`config.mk`:
```
export PLATFORM = sky130hd
export DESIGN_NAME = fetch_unit
export DESIGN_NICKNAME = d
export VERILOG_FILES = /design/src/rtl/cpu_pkg.sv /design/src/rtl/fetch_fifo.sv /design/src/rtl/fetch_unit.sv
export SDC_FILE = /design/constraint.sdc
export NUM_CORES = 1
export LEC_CHECK = 0
export CAP_MARGIN = 20
export CORE_ASPECT_RATIO = 0.6
export CORE_MARGIN = 1
export CORE_UTILIZATION = 60
export CTS_CLUSTER_DIAMETER = 40
export DETAILED_ROUTE_END_ITERATION = 10
export GPL_TIMING_DRIVEN = 0
export MAX_ROUTING_LAYER = met4
export PLACE_DENSITY = 0.95
export SLEW_MARGIN = 20
export SYNTH_ARGS = -nofsm -noshare
export SYNTH_HDL_FRONTEND = slang
export SYNTH_SLANG_ARGS = --single-unit
export TNS_END_PERCENT = 100
```
`constraint.sdc`:
```
create_clock -name clk -period 5.3 [get_ports clk]
set_clock_uncertainty 0.2 [all_clocks]
set_input_delay 1.325 -clock clk [delete_from_list [all_inputs] [get_ports clk]]
set_output_delay 1.325 -clock clk [all_outputs]
set_load 0.01 [all_outputs]
```
`src/rtl/cpu_pkg.sv`:
```
`default_nettype none
// ============================================================================
//  Module      : cpu_pkg
//  Description : Shared widths, reset PC and fetch-path types for the 12-bit
//                CPU.
//  Revision    : 1.0  initial release
// ============================================================================
package cpu_pkg;

    localparam int          ADDR_WIDTH = 12;
    localparam int          DATA_WIDTH = 12;
    localparam int unsigned RESET_PC   = 0;

    typedef logic [DATA_WIDTH-1:0] word_t;
    typedef logic [ADDR_WIDTH-1:0] addr_t;

    // One buffered instruction together with the address it came from
    typedef struct packed {
        word_t instr;
        addr_t pc;
    } fetch_entry_t;

endpackage
`default_nettype wire

```
`src/rtl/fetch_fifo.sv`:
```
`default_nettype none
// ============================================================================
//  Module      : fetch_fifo
//  Description : Synchronous circular FIFO of fetch entries with push, pop,
//                clear, occupancy count and a registered-storage head output.
//  Revision    : 1.0  initial release
// ============================================================================
module fetch_fifo
    import cpu_pkg::*;
#(
    parameter  int DEPTH = 3,
    localparam int CNT_W = $clog2(DEPTH + 1)
) (
    input  logic             clk,
    input  logic             rst,
    input  logic             i_clear,
    input  logic             i_push,
    input  fetch_entry_t     i_push_data,
    input  logic             i_pop,
    output logic [CNT_W-1:0] o_count,
    output fetch_entry_t     o_head
);

    localparam int              c_ptr_w = (DEPTH > 1) ? $clog2(DEPTH) : 1;
    localparam logic [c_ptr_w-1:0] c_last = c_ptr_w'(DEPTH - 1);
    localparam logic [CNT_W-1:0]   c_full = CNT_W'(DEPTH);

    fetch_entry_t         r_mem [DEPTH];
    logic [c_ptr_w-1:0]   r_wr_ptr;
    logic [c_ptr_w-1:0]   r_rd_ptr;
    logic [CNT_W-1:0]     r_count;
    logic                 w_do_push;
    logic                 w_do_pop;

    // Pointers wrap at DEPTH, which need not be a power of two
    function automatic logic [c_ptr_w-1:0] ptr_inc(input logic [c_ptr_w-1:0] p);
        return (p == c_last) ? '0 : p + 1'b1;
    endfunction

    assign w_do_pop  = i_pop && (r_count != '0);
    assign w_do_push = i_push && ((r_count != c_full) || w_do_pop);

    // Storage, pointers and count; clear empties the buffer without wiping data
    always_ff @(posedge clk) begin
        if (rst) begin
            r_wr_ptr <= '0;
            r_rd_ptr <= '0;
            r_count  <= '0;
            for (int i = 0; i < DEPTH; i++) begin
                r_mem[i] <= '0;
            end
        end else if (i_clear) begin
            r_wr_ptr <= '0;
            r_rd_ptr <= '0;
            r_count  <= '0;
        end else begin
            if (w_do_push) begin
                r_mem[r_wr_ptr] <= i_push_data;
                r_wr_ptr        <= ptr_inc(r_wr_ptr);
            end
            if (w_do_pop) begin
                r_rd_ptr <= ptr_inc(r_rd_ptr);
            end
            case ({w_do_push, w_do_pop})
                2'b10:   r_count <= r_count + 1'b1;
                2'b01:   r_count <= r_count - 1'b1;
                default: r_count <= r_count;
            endcase
        end
    end

    assign o_count = r_count;
    assign o_head  = r_mem[r_rd_ptr];

endmodule
`default_nettype wire

```
`src/rtl/fetch_unit.sv`:
```
`default_nettype none
// ============================================================================
//  Module      : fetch_unit
//  Description : Instruction fetch stage. Drives the instruction-side read
//                port of unified memory from a PC, captures the registered
//                read data a cycle later and buffers it for decode. Handles
//                redirects from execute and yields the port when ungranted.
//                ADDR_WIDTH/DATA_WIDTH must match the cpu_pkg entry type.
//  Revision    : 1.0  initial release
// ============================================================================
module fetch_unit #(
    parameter int          ADDR_WIDTH = cpu_pkg::ADDR_WIDTH,
    parameter int          DATA_WIDTH = cpu_pkg::DATA_WIDTH,
    parameter int unsigned RESET_PC   = cpu_pkg::RESET_PC,
    parameter int          FIFO_DEPTH = 3
) (
    input  logic                  clk,
    input  logic                  rst,
    input  logic                  mem_grant,
    output logic                  mem_req,
    output logic [ADDR_WIDTH-1:0] mem_addr,
    input  logic [DATA_WIDTH-1:0] mem_rdata,
    input  logic                  redirect_valid,
    input  logic [ADDR_WIDTH-1:0] redirect_pc,
    output logic                  instr_valid,
    input  logic                  instr_ready,
    output logic [DATA_WIDTH-1:0] instr,
    output logic [ADDR_WIDTH-1:0] instr_pc
);

    import cpu_pkg::*;

    localparam int                    c_cnt_w    = $clog2(FIFO_DEPTH + 1);
    localparam logic [ADDR_WIDTH-1:0] c_reset_pc = ADDR_WIDTH'(RESET_PC);
    localparam logic [c_cnt_w:0]      c_depth    = (c_cnt_w + 1)'(FIFO_DEPTH);

    logic [ADDR_WIDTH-1:0] r_pc;
    logic                  r_req;
    logic [ADDR_WIDTH-1:0] r_req_pc;

    logic [c_cnt_w-1:0]    w_count;
    logic [c_cnt_w-1:0]    w_eff_count;
    logic                  w_eff_inflight;
    logic [c_cnt_w:0]      w_outstanding;
    logic                  w_push;
    logic                  w_pop;
    fetch_entry_t          w_push_data;
    fetch_entry_t          w_head;

    // A redirect flushes both the buffer and the in-flight read, so neither
    // reserves space against the fetch issued in the redirect cycle.
    assign w_eff_count    = redirect_valid ? '0   : w_count;
    assign w_eff_inflight = redirect_valid ? 1'b0 : r_req;
    assign w_outstanding  = {1'b0, w_eff_count} + (c_cnt_w + 1)'(w_eff_inflight);

    // Issue only when every outstanding word is guaranteed a buffer slot;
    // decode readiness is deliberately not part of this path.
    assign mem_addr = rst ? c_reset_pc : (redirect_valid ? redirect_pc : r_pc);
    assign mem_req  = mem_grant && !rst && (w_outstanding < c_depth);

    // Data returned for a read issued last cycle; dropped if a redirect lands now
    assign w_push      = r_req && !redirect_valid;
    assign w_push_data = '{instr: mem_rdata, pc: r_req_pc};

    assign instr_valid = (w_count != '0);
    assign w_pop       = instr_valid && instr_ready;
    assign instr       = w_head.instr;
    assign instr_pc    = w_head.pc;

    // PC and in-flight tracking; redirect reloads the PC even without a grant
    always_ff @(posedge clk) begin
        if (rst) begin
            r_pc     <= c_reset_pc;
            r_req    <= 1'b0;
            r_req_pc <= '0;
        end else if (mem_req) begin
            r_pc     <= mem_addr + ADDR_WIDTH'(1);
            r_req    <= 1'b1;
            r_req_pc <= mem_addr;
        end else begin
            r_req <= 1'b0;
            if (redirect_valid) begin
                r_pc <= redirect_pc;
            end
        end
    end

    fetch_fifo #(
        .DEPTH (FIFO_DEPTH)
    ) u_fifo (
        .clk         (clk),
        .rst         (rst),
        .i_clear     (redirect_valid),
        .i_push      (w_push),
        .i_push_data (w_push_data),
        .i_pop       (w_pop),
        .o_count     (w_count),
        .o_head      (w_head)
    );

endmodule
`default_nettype wire
```
* Word-level counts from Yosys, hierarchy flattened
Memories as Yosys holds them, arrays and structs flattened. A register that Yosys moved wholly into a read port is not among the register bits.
Index checks and enable logic that the tools add are counted.
** Storage, ports and cells
- Register bits :: 31
- RAM bits :: 72
- Input bits :: 29
- Output and inout port bits :: 38
- Logic and storage cells :: 52
- Memories :: 1
** Memory list
- u_fifo.r_mem :: depth 3, bits a word 24, rd ports 1, clocked after Yosys merged registers in 1, write ports 3, RTL line fetch_fifo.sv:28 : fetch_entry_t r_mem [DEPTH];
** Cells by class
- $add $sub $neg :: 6
- $lt $le $gt $ge :: 1
- Equal/unequal tests :: 5
- Multiplexer cells :: 20
- Reduce and logical (&&, ||, !) cells :: 13
** Operators by type and width (count)
- 12-bit 2-to-1 mux :: 3
- 24-bit 2-to-1 mux :: 1
- 24-bit OR reduction :: 1
- 12-bit by 1-bit adder with 12-bit output, second input constant :: 1
- 2-bit 2-to-1 mux :: 6
- 1-bit 2-to-1 mux :: 9
- 2-bit by 1-bit adder with 2-bit output, second input constant :: 3
- 2-bit == test, second input constant :: 3
- 1-bit logical AND :: 6
- 2-bit one-hot mux with 2 select lines :: 1
- 2-bit nonzero test :: 2
- 2-bit by 1-bit adder with 3-bit output :: 1
- 3-bit by 2-bit < comparator with 1-bit output, second input constant :: 1
- 2-bit by 1-bit == test with 1-bit output, second input constant :: 1
- 1-bit zero test :: 2
- 2-bit inequality test, second input constant :: 1
- 2-bit OR reduction :: 1
- 2-bit by 1-bit subtractor with 2-bit output, second input constant :: 1
- 1-bit logical OR :: 1

* Logic depth before layout (Yosys ltp)
- Word-level depth :: 11
- Mapped depth :: 12
- Depth with buffers taken out :: 7

* Modules after synthesis
From an unflattened synthesis, not the netlist that was laid out.
** Second synthesis, totals
- Cell total of the unflattened synthesis :: 394
- Area total of the unflattened synthesis :: 5783.0 µm²
** By module, submodules not included
- fetch_fifo :: times used 1, cells an instance 246, area each 4380.5 µm², seq. area each 3042.9 µm²
- fetch_unit :: times used 1, cells an instance 148, area each 1402.6 µm², seq. area each 500.5 µm²

* Worst setup path after synthesis
No wires, ideal clock.
- Path kind :: input to output
- From :: input redirect_valid
- To :: output mem_req
- Data arrival time :: 2.602 ns
- Required time :: 3.775 ns
- Slack :: 1.173 ns
- Cell stages on the path :: 8
- Buffers on the path :: 3
- Cell sequence :: buf_6 -> buf_12 -> buf_6 -> nor2b_1 -> ha_1 -> ha_1 -> nor2b_1 -> and3_1
** On the way
- Cells in the longest elaborated chain, start to end :: 4
** RTL lines
- start: declaration :: RTL line fetch_unit.sv:23 : input logic redirect_valid,
- 2-bit 2-to-1 mux / 1-bit 2-to-1 mux (equally long branches) :: RTL line fetch_unit.sv:52, fetch_unit.sv:53
- 2-bit by 1-bit adder with 3-bit output * :: RTL line fetch_unit.sv:54 : assign w_outstanding = {1'b0, w_eff_count} + (c_cnt_w + 1)'(w_eff_inflight);
- 3-bit by 2-bit < comparator with 1-bit output * :: RTL line fetch_unit.sv:59 : assign mem_req = mem_grant && !rst && (w_outstanding < c_depth);
- 1-bit logical AND * :: RTL line fetch_unit.sv:59
- end: declaration :: RTL line fetch_unit.sv:20 : output logic mem_req,
Mark *: on every way between the ends. The rest lies on a longest branch, timed or not.

* Worst setup path in the final report
Same ends and word-level chain as after synthesis.

==> summary.md <==
| Metric | Value |
|---|---|
| Outcome | `completed` |
| CTS tree | `built` |
| Period utilization | `94.8%` |
| Syn_nets | `431` |
| Worst-margin pin slew | `745 ps` |
| Ranking of synthesized cells by area | `edfxtp_1 (51%), dfxtp_1 (12%), mux4_2 (9.5%)` |
| Sequential fraction of the synthesis area | `62.1%` |
| Top fanout value on the critical path | `10` |
| Slew margin rel. | `48.9%` |
| Achievable Freq | `0.199 GHz` |
| Routed vias | `3796` |
| RSZ-0062 raised after global routing | `no` |
| Die Ht | `77.5 µm` |
| Synth-to-Final Area Change | `24.1%` |
| Max Cap Viol | `0` |
| Post-synth EDFFs | `96` |
| # Post-CTS Setup Buffers | `0` |
| CTS Hold Bufs | `0` |
| Ant. Diodes | `0` |
| Initial antenna violation count | `0` |
| Gate Count Post-Synth | `398` |
| Fin util | `77.0%` |
| Layout cells sized above 1 | `16.4%` |
| Asr flop ratio synth | `0%` |
| Peak supply drop | `0.277 mV` |
| Post-synthesis cell type count | `46` |
| Power per cell area | `342 nW/µm²` |
| Nets@finish | `514` |
| Reg power frac | `47.2%` |
| Worst setup slack after placement | `361 ps` |
| Starting Density | `62.1%` |
| Commonest non-fill, non-tap cell in the layout | `edfxtp_1` |
| Gp weighted congestion | `0.857` |
| Clock buffer count from CTS | `17` |
| Core Rows | `27` |
| Post-cts resize count | `0` |
| Hold Crit Class | `flip-flop to flip-flop` |
| Final Non-Filler Cells | `624` |
| Synth Warn # | `0` |
| Mapped Area | `5700 µm²` |
| Sw Pwr | `0.505 mW` |
| Synth Register Bits | `129` |
| Vias in the first global route | `3896` |
| CP endpoint kind | `output pin` |
| CTS Buffer Depth | `2` |
| Crit Path Class | `input port to output pin` |
| Net Sw Frac | `20.9%` |
| Grt total ovfl | `0` |
| Die X | `128 µm` |
| Syn Area/Cell | `14.3 µm²` |
| # DRC | `0` |
| Final WS setup | `274 ps` |
| Core Footprint | `9190 µm²` |
| Largest net degree at the start of global routing | `25` |
| Filler Cell Count | `527` |
| Post-DP HPWL | `8.47 mm` |
| Startpoint types | `input port` |
| First-pass GRT wire length | `20.8 mm` |
| Root Buffer | `clkbuf_16` |
| CTS sink cnt | `129` |
| Routed Wire Length | `13.4 mm` |
| P_leak | `2.59 nW` |
| Yosys top cell area share | `50.5%` |
| Setup violators final | `0` |
| Placed Cells incl. Taps | `592` |
| Multi-input gate area in the final layout | `2010 µm²` |
| CP Data Required Time | `3770 ps` |
| GRT Total Usage | `30.1%` |
| H-tree depth | `4` |
| Port Buffers | `64` |
| Logic gate share of total power | `7.4%` |
| Fin. Hold Viols | `0` |
| Minimum clock period | `5030 ps` |
| Final Max Slew Viols | `0` |
| Wire per inst | `21.5 µm` |
| Int Pwr | `1.92 mW` |
| Setup TNS after final layout | `0 ps` |
| Clock Latency Late Sink | `410 ps` |
| Remaining antenna violation count | `0` |
| Clock power frac | `45.4%` |
| Most used DFF post-synth | `edfxtp_1` |
| Die area | `9910 µm²` |
| Storage cell area | `3540 µm²` |
| CTS clk-pin slew, worst paths | `50 ps` |
| Via-to-Cell Ratio | `6.08` |
| Drt first pass iters | `6` |
| Initial DRC count | `408` |
| Most frequent cells in the layout | `edfxtp_1 (96), and2_1 (75), clkdlybuf4s50_1 (64)` |
| Synth area leader | `edfxtp_1` |
| Crit path DAT | `3500 ps` |
| I/O pin total | `67` |
-- power groups by stage --
stage / Combinational [mW] / Clock, mW / Sequential (mW)
after floorplan: 0.0942 / 0 / 1.15
after global placement: 0.169 / 0 / 1.16
after detailed placement: 0.175 / 0 / 1.16
after CTS: 0.178 / 1.10 / 1.14
after global routing: 0.190 / 1.15 / 1.15
final: 0.179 / 1.10 / 1.14
-- critical path, stage by stage --
cell,delay [ps]
buf_6,110
buf_12,150
buf_6,170
nor2b_1,70
ha_1,210
ha_1,200
nor2b_1,400
and3_1,300
clkdlybuf4s50_1,560
-- Yosys cell counts (2+ instances only) --
cell	count
o21ai_0	3
buf_6	3
xor2_1	2
nor4b_2	2
and2_1	75
nand3_1	3
dfxtp_1	33
buf_4	2
nand3b_1	2
a21oi_1	5
or3_1	2
mux2_1	3
or2_2	4
nand2b_1	2
a211oi_1	13
mux4_2	24
nor2_1	33
nor2b_1	4
nand2_1	11
inv_1	3
and3_1	6
buf_1	2
o31a_1	2
buf_2	5
nor3_1	9
edfxtp_1	96
o21a_1	2
mux2_2	4
nor4_1	3
mux2i_1	11
clkbuf_1	11
ha_1	4
-- worst paths after layout --
check	start	to	cells past startpoint	slack, ps
max	redirect_valid	mem_req	9	270
min	r_req_pc[8]	u_fifo.r_mem[3][8]	0	300
max reg2reg	u_fifo.o_count[0]	r_pc[9]	7	2490
min reg2reg	r_req_pc[8]	u_fifo.r_mem[3][8]	0	300
-- layout make-up --
class,instances,share of cell area (%)
Tap cell,130,2.30
Inverter,3,0.159
Timing Repair Buffer,64,9.05
Sequential cell,129,50.1
Buffer,24,2.02
Clock buffer,27,7.27
Clock inverter,5,0.707
Multi-Input combinational cell,242,28.4
-- flip-flops by register name, indices dropped and copies added, names as in the netlist, named ones only --
signal,count
r_pc,12
r_req,1
r_req_pc,12
u_fifo.o_count,2
u_fifo.r_mem,96
u_fifo.r_rd_ptr,2
u_fifo.r_wr_ptr,2
-- through the flow --
step,hold slack [ps],cell area (µm²),power (mW)
floorplan,244,5700,1.25
global placement,269,6510,1.33
detailed placement,280,6510,1.34
CTS,284,7070,2.42
global route,296,7080,2.49
finish,298,7080,2.42
-- metal layers --
layer	global-route usage (%)	wire, µm	vias up
met1	38.7	5380	1869
met3	7.03	1130	35
met2	47.1	6590	250
met4	11.8	293	0
li1	-	-	1642
met5	-	0	-
-- cell families (layout without fill, tap and decap cells) --
| kind of cell | after synthesis | count (layout) | share of synthesized area [%] |
|---|---|---|---|
| xor+xnor | 3 | 3 | 0.461 |
| mux | 43 | 43 | 13.0 |
| flops | 129 | 129 | 62.1 |
| buf+inv | 27 | 123 | 2.70 |
| fa+ha+maj | 4 | 4 | 0.878 |
| simple gates | 165 | 165 | 17.2 |
| compound gates | 27 | 27 | 3.55 |
(Power assumes the default switching activity.)
